==> config.mk <==
export PLATFORM = sky130hd
export DESIGN_NAME = sdrc_rfsh_sched
export DESIGN_NICKNAME = d
export VERILOG_FILES = /design/src/rtl/sdrc_rfsh_pkg.sv /design/src/rtl/sdrc_rfsh_tmr.sv /design/src/rtl/sdrc_rfsh_sched.sv
export SDC_FILE = /design/constraint.sdc
export NUM_CORES = 1
export LEC_CHECK = 0
export ABC_AREA = 1
export BUFFER_PORTS_ARGS = -buffer_cell sky130_fd_sc_hd__buf_2
export CORE_ASPECT_RATIO = 0.7
export CORE_UTILIZATION = 54
export DETAILED_ROUTE_END_ITERATION = 12
export PLACE_DENSITY = 0.8
export SLEW_MARGIN = 20
export SYNTH_ARGS = -nofsm -noshare
export SYNTH_HDL_FRONTEND = slang
export SYNTH_SLANG_ARGS = --single-unit
==> constraint.sdc <==
create_clock -name sdram_clk -period 5.5 [get_ports sdram_clk]
set_clock_uncertainty 0.1 [all_clocks]
set_input_delay 1.1 -clock sdram_clk [delete_from_list [all_inputs] [get_ports sdram_clk]]
set_output_delay 1.1 -clock sdram_clk [all_outputs]
set_load 0.02 [all_outputs]
==> src/rtl/sdrc_rfsh_pkg.sv <==
// Shared types and constants for the SDRAM refresh scheduler.
package sdrc_rfsh_pkg;

  localparam int TMR_W_DEF  = 12;
  localparam int ROW_W_DEF  = 3;
  localparam int PEND_W_DEF = 4;
  localparam int PEND_MAX   = (1 << PEND_W_DEF) - 1;

  localparam int ERR_OVF  = 0;
  localparam int ERR_SPUR = 1;

  typedef enum logic [1:0] {
    S_IDLE,
    S_COUNT,
    S_REQ
  } state_t;

endpackage

==> src/rtl/sdrc_rfsh_tmr.sv <==
// Reloadable refresh interval down-counter; tick marks the last cycle of each interval.
module sdrc_rfsh_tmr
  import sdrc_rfsh_pkg::*;
#(
  parameter int TMR_W = TMR_W_DEF
) (
  input  logic             sdram_clk,
  input  logic             reset_n,
  input  logic             clr,
  input  logic             load,
  input  logic [TMR_W-1:0] cfg_sdr_rfsh,
  output logic             tick,
  output logic [TMR_W-1:0] timer
);

  logic [TMR_W-1:0] timer_reg;

  assign tick  = !clr && !load && (timer_reg == TMR_W'(1));
  assign timer = timer_reg;

  // A value of 0 or 1 reloads, so a disabled timer restarts once cfg becomes non-zero.
  always_ff @(posedge sdram_clk or negedge reset_n) begin
    if (!reset_n) begin
      timer_reg <= '0;
    end else if (clr) begin
      timer_reg <= '0;
    end else if (load || timer_reg <= TMR_W'(1)) begin
      timer_reg <= cfg_sdr_rfsh;
    end else begin
      timer_reg <= timer_reg - TMR_W'(1);
    end
  end

endmodule

==> src/rtl/sdrc_rfsh_sched.sv <==
// Refresh scheduler: accumulates refresh obligations per interval and requests slots to retire them.
module sdrc_rfsh_sched
  import sdrc_rfsh_pkg::*;
#(
  parameter int TMR_W  = TMR_W_DEF,
  parameter int ROW_W  = ROW_W_DEF,
  parameter int PEND_W = PEND_W_DEF
) (
  input  logic              sdram_clk,
  input  logic              reset_n,
  input  logic              sdr_init_done,
  input  logic [TMR_W-1:0]  cfg_sdr_rfsh,
  input  logic [ROW_W-1:0]  cfg_rfsh_rows,
  input  logic [PEND_W-1:0] cfg_rfsh_urg,
  input  logic              x2b_refresh,
  output logic              rfsh_req,
  output logic              rfsh_urgent,
  output logic [PEND_W-1:0] rfsh_pend_cnt,
  output logic [TMR_W-1:0]  rfsh_timer,
  output logic [1:0]        rfsh_err
);

  localparam int SUM_W    = ((PEND_W > ROW_W) ? PEND_W : ROW_W) + 1;
  localparam int PEND_TOP = (1 << PEND_W) - 1;

  state_t            state_reg;
  logic [PEND_W-1:0] pend_reg;
  logic              req_reg;
  logic              urg_reg;
  logic [1:0]        err_reg;

  logic              tick;
  logic [ROW_W-1:0]  rows_eff;
  logic [SUM_W-1:0]  sum;
  logic [SUM_W-1:0]  raw;
  logic              ack;
  logic              spur;
  logic              ovf;
  logic [PEND_W-1:0] pend_next;
  logic              urg_next;
  logic              req_set;

  sdrc_rfsh_tmr #(.TMR_W(TMR_W)) u_tmr (
    .sdram_clk    (sdram_clk),
    .reset_n      (reset_n),
    .clr          (!sdr_init_done),
    .load         (state_reg == S_IDLE),
    .cfg_sdr_rfsh (cfg_sdr_rfsh),
    .tick         (tick),
    .timer        (rfsh_timer)
  );

  // The tick is added before the ack is qualified, so an ack coinciding with a tick is never spurious.
  always_comb begin
    rows_eff  = (cfg_rfsh_rows == '0) ? ROW_W'(1) : cfg_rfsh_rows;
    sum       = SUM_W'(pend_reg) + (tick ? SUM_W'(rows_eff) : SUM_W'(0));
    ack       = x2b_refresh && (sum != '0);
    spur      = x2b_refresh && (sum == '0);
    raw       = sum - SUM_W'(ack);
    ovf       = raw > SUM_W'(PEND_TOP);
    pend_next = ovf ? PEND_W'(PEND_TOP) : raw[PEND_W-1:0];
    urg_next  = (pend_next != '0) && (pend_next >= cfg_rfsh_urg);
    req_set   = SUM_W'(pend_next) >= SUM_W'(rows_eff);
  end

  always_ff @(posedge sdram_clk or negedge reset_n) begin
    if (!reset_n) begin
      state_reg <= S_IDLE;
      pend_reg  <= '0;
      req_reg   <= 1'b0;
      urg_reg   <= 1'b0;
      err_reg   <= '0;
    end else if (!sdr_init_done) begin
      state_reg <= S_IDLE;
      pend_reg  <= '0;
      req_reg   <= 1'b0;
      urg_reg   <= 1'b0;
    end else begin
      case (state_reg)
        S_IDLE: begin
          state_reg <= S_COUNT;
          pend_reg  <= '0;
          req_reg   <= 1'b0;
          urg_reg   <= 1'b0;
        end
        S_COUNT, S_REQ: begin
          pend_reg          <= pend_next;
          urg_reg           <= urg_next;
          err_reg[ERR_OVF]  <= err_reg[ERR_OVF] | ovf;
          err_reg[ERR_SPUR] <= err_reg[ERR_SPUR] | spur;
          if (state_reg == S_COUNT && req_set) begin
            state_reg <= S_REQ;
            req_reg   <= 1'b1;
          end else if (state_reg == S_REQ && pend_next == '0) begin
            state_reg <= S_COUNT;
            req_reg   <= 1'b0;
          end
        end
        default: begin
          state_reg <= S_IDLE;
          req_reg   <= 1'b0;
        end
      endcase
    end
  end

  assign rfsh_req      = req_reg;
  assign rfsh_urgent   = urg_reg;
  assign rfsh_pend_cnt = pend_reg;
  assign rfsh_err      = err_reg;

endmodule

==> run_results.csv, run 1 <==
group,metric,value,unit
yosys,netlist_area,1780,um^2
floorplanning,dieWidth,70.7,um
floorplanning,rows,17,
power_and_ir_drop,vdd_ir_drop_max,0.267,mV
yosys,ys_types,37,
global_routing,grt_pass1_vias,1504,
setup_path,startpoint,"sdr_init_done",
placed_design,hpwlAfterDp,3100,um
drt,drt-initial-drc-count,98,
yosys,async_flop_share,100,%
floorplanning,core-area,3150,um^2
drt,routedWlPerCell,12.1,um
drt,vias_per_cell,5.23,
clock_tree,cts-root-buf,"clkbuf_8",
clock_tree,post_cts_buffers,0,
floorplanning,die_area,3540,um^2
clock_tree,clk_latency,250,ps
timing,worst_slew_pin_slew,713,ps
setup_path,endpoint,"state_reg[0]",
timing,finalMaxSlewViolations,0,
yosys,synth_warnings,0,
clock_tree,numClockSinks,22,
final_layout,n_antenna_cell,0,
yosys,synth_flop_cell,"dfrtp_1",
hold_path,min_path_type,"flip-flop to flip-flop",
yosys,syn_nets,275,
final_layout,largest_reg_flops,12,
power_and_ir_drop,leakagePower,0.00121,uW
clock_tree,clock_path_buffers,2,
placed_design,gp_congestion,0.908,
setup_path,cp-start-kind,"input port",
drt,first_pass_iters,4,
clock_tree,cts_resized,0,
placed_design,io_buffers,42,
final_layout,area_delta_synth_final,16.1,%
setup_path,regToRegStartpoint,"u_tmr.timer[1]",
timing,fin_setup_tns,0,ps
timing,period_share,90.0,%
run,max_cap_violations,0,
timing,max_freq,202,MHz
setup_path,reg2reg_depth,31,
power_and_ir_drop,power_density,432,nW/um^2
timing,setup_viol,0,
global_routing,grt_use_total,24.1,%
final_layout,drive_above_1_share,24.0,%
clock_tree,cts_buffers,3,
timing,holdWs,387,ps
clock_tree,cts_hold_buf,0,
global_routing,grt_pass1_wl,6650,um
drt,ant_nets,0,
setup_path,path_max_fanout,14,
timing,rsz0062_at_grt,"false",
setup_path,cp.required,5550,ps
yosys,ys_seq_area_share,30.9,%
final_layout,nNetsFinal,319,
yosys,synthCells,233,
clock_tree,cts.reportedPaths.clkPinSlew,70,ps
timing,hold_viol_final,0,
status,status,"complete, no violations",
yosys,ys_seq_elements,22,
floorplanning,ios,43,
setup_path,worst-setup-path-type,"input port to flip-flop",
clock_tree,cts_tree,"done",
drt,routed_wl,3780,um
final_layout,final_cell_mix,"inv_1, nand2_1, buf_2, dfrtp_1",
clock_tree,htreeDepth,1,
setup_path,r2r-end,"state_reg[0]",
floorplanning,initial_core_util,56.7,%
global_routing,grt_overflow,0,
global_routing,antenna_found_initial,0,
drt,vias,1636,
setup_path,worstSetupEndpointType,"flip-flop",
setup_path,cp.arrival,5000,ps
global_routing,grt_max_degree,23,
final_layout,final_common_cell,"inv_1",
yosys,synth-edff-count,0,
timing,maxSlewHeadroom,52.1,%
yosys,syn_avg_cell_area,7.66,um^2
floorplanning,fp.dieH,50.1,um
setup_path,r2r_slack,570,ps
drt,remaining_drc_errors,0,
timing,period_needed,4950,ps
==> power by group <==
part           total (uW)  switching [uW]  internal [uW]
combinational         551             355            196
clock                96.2            47.5           48.8
sequential            248            42.6            205
==> Yosys cell counts, types with 3 or more instances <==
| cell | count | share of area [%] |
|---|---|---|
| a31oi_1 | 4 | 1.4 |
| nor2_1 | 13 | 2.7 |
| nand3_1 | 14 | 3.9 |
| nor2_2 | 3 | 1.1 |
| o21ai_0 | 18 | 5.0 |
| nor3_1 | 4 | 1.1 |
| nand4_1 | 4 | 1.4 |
| dfrtp_1 | 22 | 31 |
| nand3_2 | 3 | 1.7 |
| nand2_1 | 41 | 8.6 |
| ha_1 | 18 | 13 |
| nand2_4 | 3 | 1.9 |
| a21oi_1 | 11 | 3.1 |
| xor2_1 | 3 | 1.5 |
| inv_1 | 44 | 9.3 |
==> critical path, cell delays in order <==
cell      delay (ps)
clkbuf_4         210
nand3b_1         160
nor2_1           190
ha_1             320
a21oi_2          200
nand3_1          110
nand2_1          110
nand2_1           60
nor3_1           180
a21boi_0         130
ha_1             210
ha_1             210
inv_1            100
nor2_4            50
nand3_1           70
nand2_1           80
nand2_4          120
inv_4             60
nor2_1           170
ha_1             260
o21ai_0          150
nand2_1           70
a21oi_1          200
nand3_2          130
a21oi_4          160
nand2_1           70
nand2_1           60
nand2_1           40
==> through the flow <==
step                      area, um^2  util, %  total power [uW]  setup WS (ps)  std cells
after floorplan                 1780        -               671            760        233
after global placement          2020     64.3               786            396        310
after detailed placement        2020     64.3               795            273        310
after CTS                       2060     65.6               895            545        313
after global routing            2070     65.8               991           3.21        313
final                           2070     65.8               895            551        313
==> final cells by class <==
| class | count | area [um^2] |
|---|---|---|
| fillers | 275 | 1080 |
| multi-input cells | 161 | 1040 |
| flip-flops and latches | 22 | 551 |
| repair buffers | 42 | 213 |
| inverters | 47 | 179 |
| well taps | 38 | 47.5 |
| clock buffers | 3 | 41.3 |
==> cells by family (layout without fill, tap and decap cells) <==
kind of cell	count (synthesis)	in the layout	synth area share [%]
XOR/XNOR	5	5	2.45
buffers and inverters	50	92	11.1
AND/OR/NAND/NOR	93	93	27.0
adder cells (fa/ha/maj)	19	19	13.7
flip-flops	22	22	30.9
AO/OA/AOI/OAI	44	44	14.9
==> per-layer routing <==
metal	GRT usage, %	vias up	part of all wire, %
li1	-	841	-
met1	36.2	745	52
met2	35.3	46	40
met3	5.93	4	7.0
met4	4.33	0	0.61
met5	0	-	0
==> worst min-delay path by stage <==
stage | start | cells past startpoint | slack (ps) | endpoint
2_1_floorplan | state_reg[0] | 2 | 430 | state_reg[0]
3_3_place_gp | rfsh_urgent | 2 | 370 | rfsh_urgent
3_5_place_dp | rfsh_urgent | 2 | 370 | rfsh_urgent
4_1_cts | rfsh_urgent | 2 | 390 | rfsh_urgent
5_1_grt | rfsh_urgent | 2 | 400 | rfsh_urgent
6_report | rfsh_urgent | 2 | 390 | rfsh_urgent
No activity file was read; power rests on OpenSTA's default activity.
==> inputs of run 2 (changes only) <==
--- a/config.mk
+++ b/config.mk
@@ -8,6 +8,7 @@
 export ABC_AREA = 1
 export BUFFER_PORTS_ARGS = -buffer_cell sky130_fd_sc_hd__buf_2
 export CORE_ASPECT_RATIO = 0.7
+export CORE_MARGIN = 4
 export CORE_UTILIZATION = 54
 export DETAILED_ROUTE_END_ITERATION = 12
 export PLACE_DENSITY = 0.8
==> run 2 against run 1 <==
Compared with the run above:
- worst hold slack worse by 4.9 ps
- largest cell class unchanged
- largest power group unchanged
- cell count is 0.32% higher
- die area is 21% higher
- critical endpoint unchanged
- first-iteration DRC count is 23% higher
==> run_results.csv, run 2 (synthesis results as in run 1) <==
group,metric,value,unit
power_and_ir_drop,vdd_ir_drop_max,0.233,mV
placed_design,gp_congestion,0.933,
timing,setup_viol,0,
drt,remaining_drc_errors,0,
placed_design,hpwlAfterDp,3180,um
final_layout,final_common_cell,"inv_1",
run,max_cap_violations,0,
clock_tree,cts_resized,0,
hold_path,min_path_type,"flip-flop to flip-flop",
power_and_ir_drop,finalPower,912,uW
drt,routed_wl,3910,um
final_layout,area_delta_synth_final,16.5,%
setup_path,cp-start-kind,"input port",
final_layout,fin_area,2080,um^2
timing,max_freq,203,MHz
timing,maxSlewHeadroom,54.9,%
drt,vias,1651,
clock_tree,cts.reportedPaths.clkPinSlew,80,ps
final_layout,largest_reg_flops,12,
setup_path,startpoint,"sdr_init_done",
floorplanning,rows,17,
placed_design,dp_cells,310,
setup_path,critical_path_buf_inv_count,3,
placed_design,io_buffers,42,
drt,routedWlPerCell,12.5,um
final_layout,drive_above_1_share,24.3,%
floorplanning,fp.dieH,56.1,um
floorplanning,core-area,3170,um^2
timing,rsz0062_at_grt,"false",
global_routing,grt_use_total,19.3,%
setup_path,cp.required,5560,ps
status,status,"complete, no violations",
setup_path,worstSetupEndpointType,"flip-flop",
clock_tree,clk_latency,270,ps
setup_path,cp_slowest_cell,"ha_1",
timing,holdWs,382,ps
clock_tree,cts_tree,"done",
clock_tree,cts_hold_buf,0,
timing,period_needed,4930,ps
setup_path,crit_family,"simple AND/OR/NAND/NOR gates",
drt,vias_per_cell,5.26,
clock_tree,post_cts_buffers,0,
setup_path,regToRegStartpoint,"u_tmr.timer[8]",
power_and_ir_drop,power_density,439,nW/um^2
final_layout,final_cell_mix,"inv_1, buf_2, nand2_1, dfrtp_1",
setup_path,endpoint,"state_reg[0]",
final_layout,instances_no_fill,314,
setup_path,reg2reg_depth,30,
power_and_ir_drop,leakagePower,0.00122,uW
timing,period_share,89.6,%
clock_tree,clock_path_buffers,2,
setup_path,cp.arrival,4990,ps
setup_path,cpMostUsedCell,"nand2_1",
placed_design,place_area,2020,um^2
timing,worst_slew_pin_slew,671,ps
floorplanning,ios,43,
timing,hold_viol_final,0,
clock_tree,numClockSinks,22,
clock_tree,htreeDepth,1,
setup_path,path_max_fanout,14,
final_layout,n_antenna_cell,0,
setup_path,worst-setup-path-type,"input port to flip-flop",
setup_path,max_stage_delay,310,ps
floorplanning,initial_core_util,56.3,%
global_routing,antenna_found_initial,0,
global_routing,grt_overflow,0,
setup_path,r2r-end,"state_reg[0]",
clock_tree,cts_buffers,3,
global_routing,grt_pass1_vias,1467,
setup_path,cp.depth,28,
clock_tree,cts-root-buf,"clkbuf_8",
floorplanning,die_area,4300,um^2
timing,fin_setup_tns,0,ps
global_routing,grt_max_degree,23,
drt,drt-initial-drc-count,121,
drt,ant_nets,0,
floorplanning,dieWidth,76.7,um
setup_path,r2r_slack,600,ps
drt,first_pass_iters,4,
final_layout,nNetsFinal,319,
global_routing,grt_pass1_wl,6690,um
timing,finalMaxSlewViolations,0,
run 2: cell count changes in the layout (fill, tap and decap cells not counted), sizes merged:
cell / change
buf: +1
run 2: worst min path at each step:
stage,from,endpoint,slack (ps),depth (start not counted)
5_1_grt,rfsh_err[0],rfsh_err[0],410,1
6_report,rfsh_urgent,rfsh_urgent,380,2
2_1_floorplan,state_reg[0],state_reg[0],430,2
4_1_cts,rfsh_urgent,rfsh_urgent,390,2
3_3_place_gp,rfsh_err[1],rfsh_err[1],370,1
3_5_place_dp,rfsh_err[1],rfsh_err[1],360,1
run 2: final cells by class:
type,count,area [um^2]
multi-input combinational,161,1040
fill,284,1090
sequential,22,551
clock buffer,4,55.1
timing repair buffer,42,210
tap,38,47.5
inverter,47,179
run 2: tightest hold or removal path, cell delays in order, from the launching register on:
cell and delay, ps:
dfrtp_1 350, nand2_1 50, nand2_1 60
run 2: layer usage:
metal,track usage (%),part of all wire (%),vias to the layer above
met3,4.21,8.2,4
met2,28.7,42,54
met5,0,0,-
met1,28.6,49,749
li1,-,-,844
met4,3.88,0.84,0
run 2: through the flow:
| stage | worst slack (ps) | utilization [%] |
|---|---|---|
| final | 574 | 65.6 |
| after CTS | 602 | 65.6 |
| after detailed placement | 312 | 63.8 |
| after global placement | 414 | 63.8 |
| after floorplan | 760 | - |
| after global routing | 116 | 65.6 |
run 2: report_power, final:
group	internal (uW)	leakage (uW)	switching (uW)
registers	205	0.000287	39.7
logic	194	0.000900	356
clock network	63.9	0.0000288	53.5
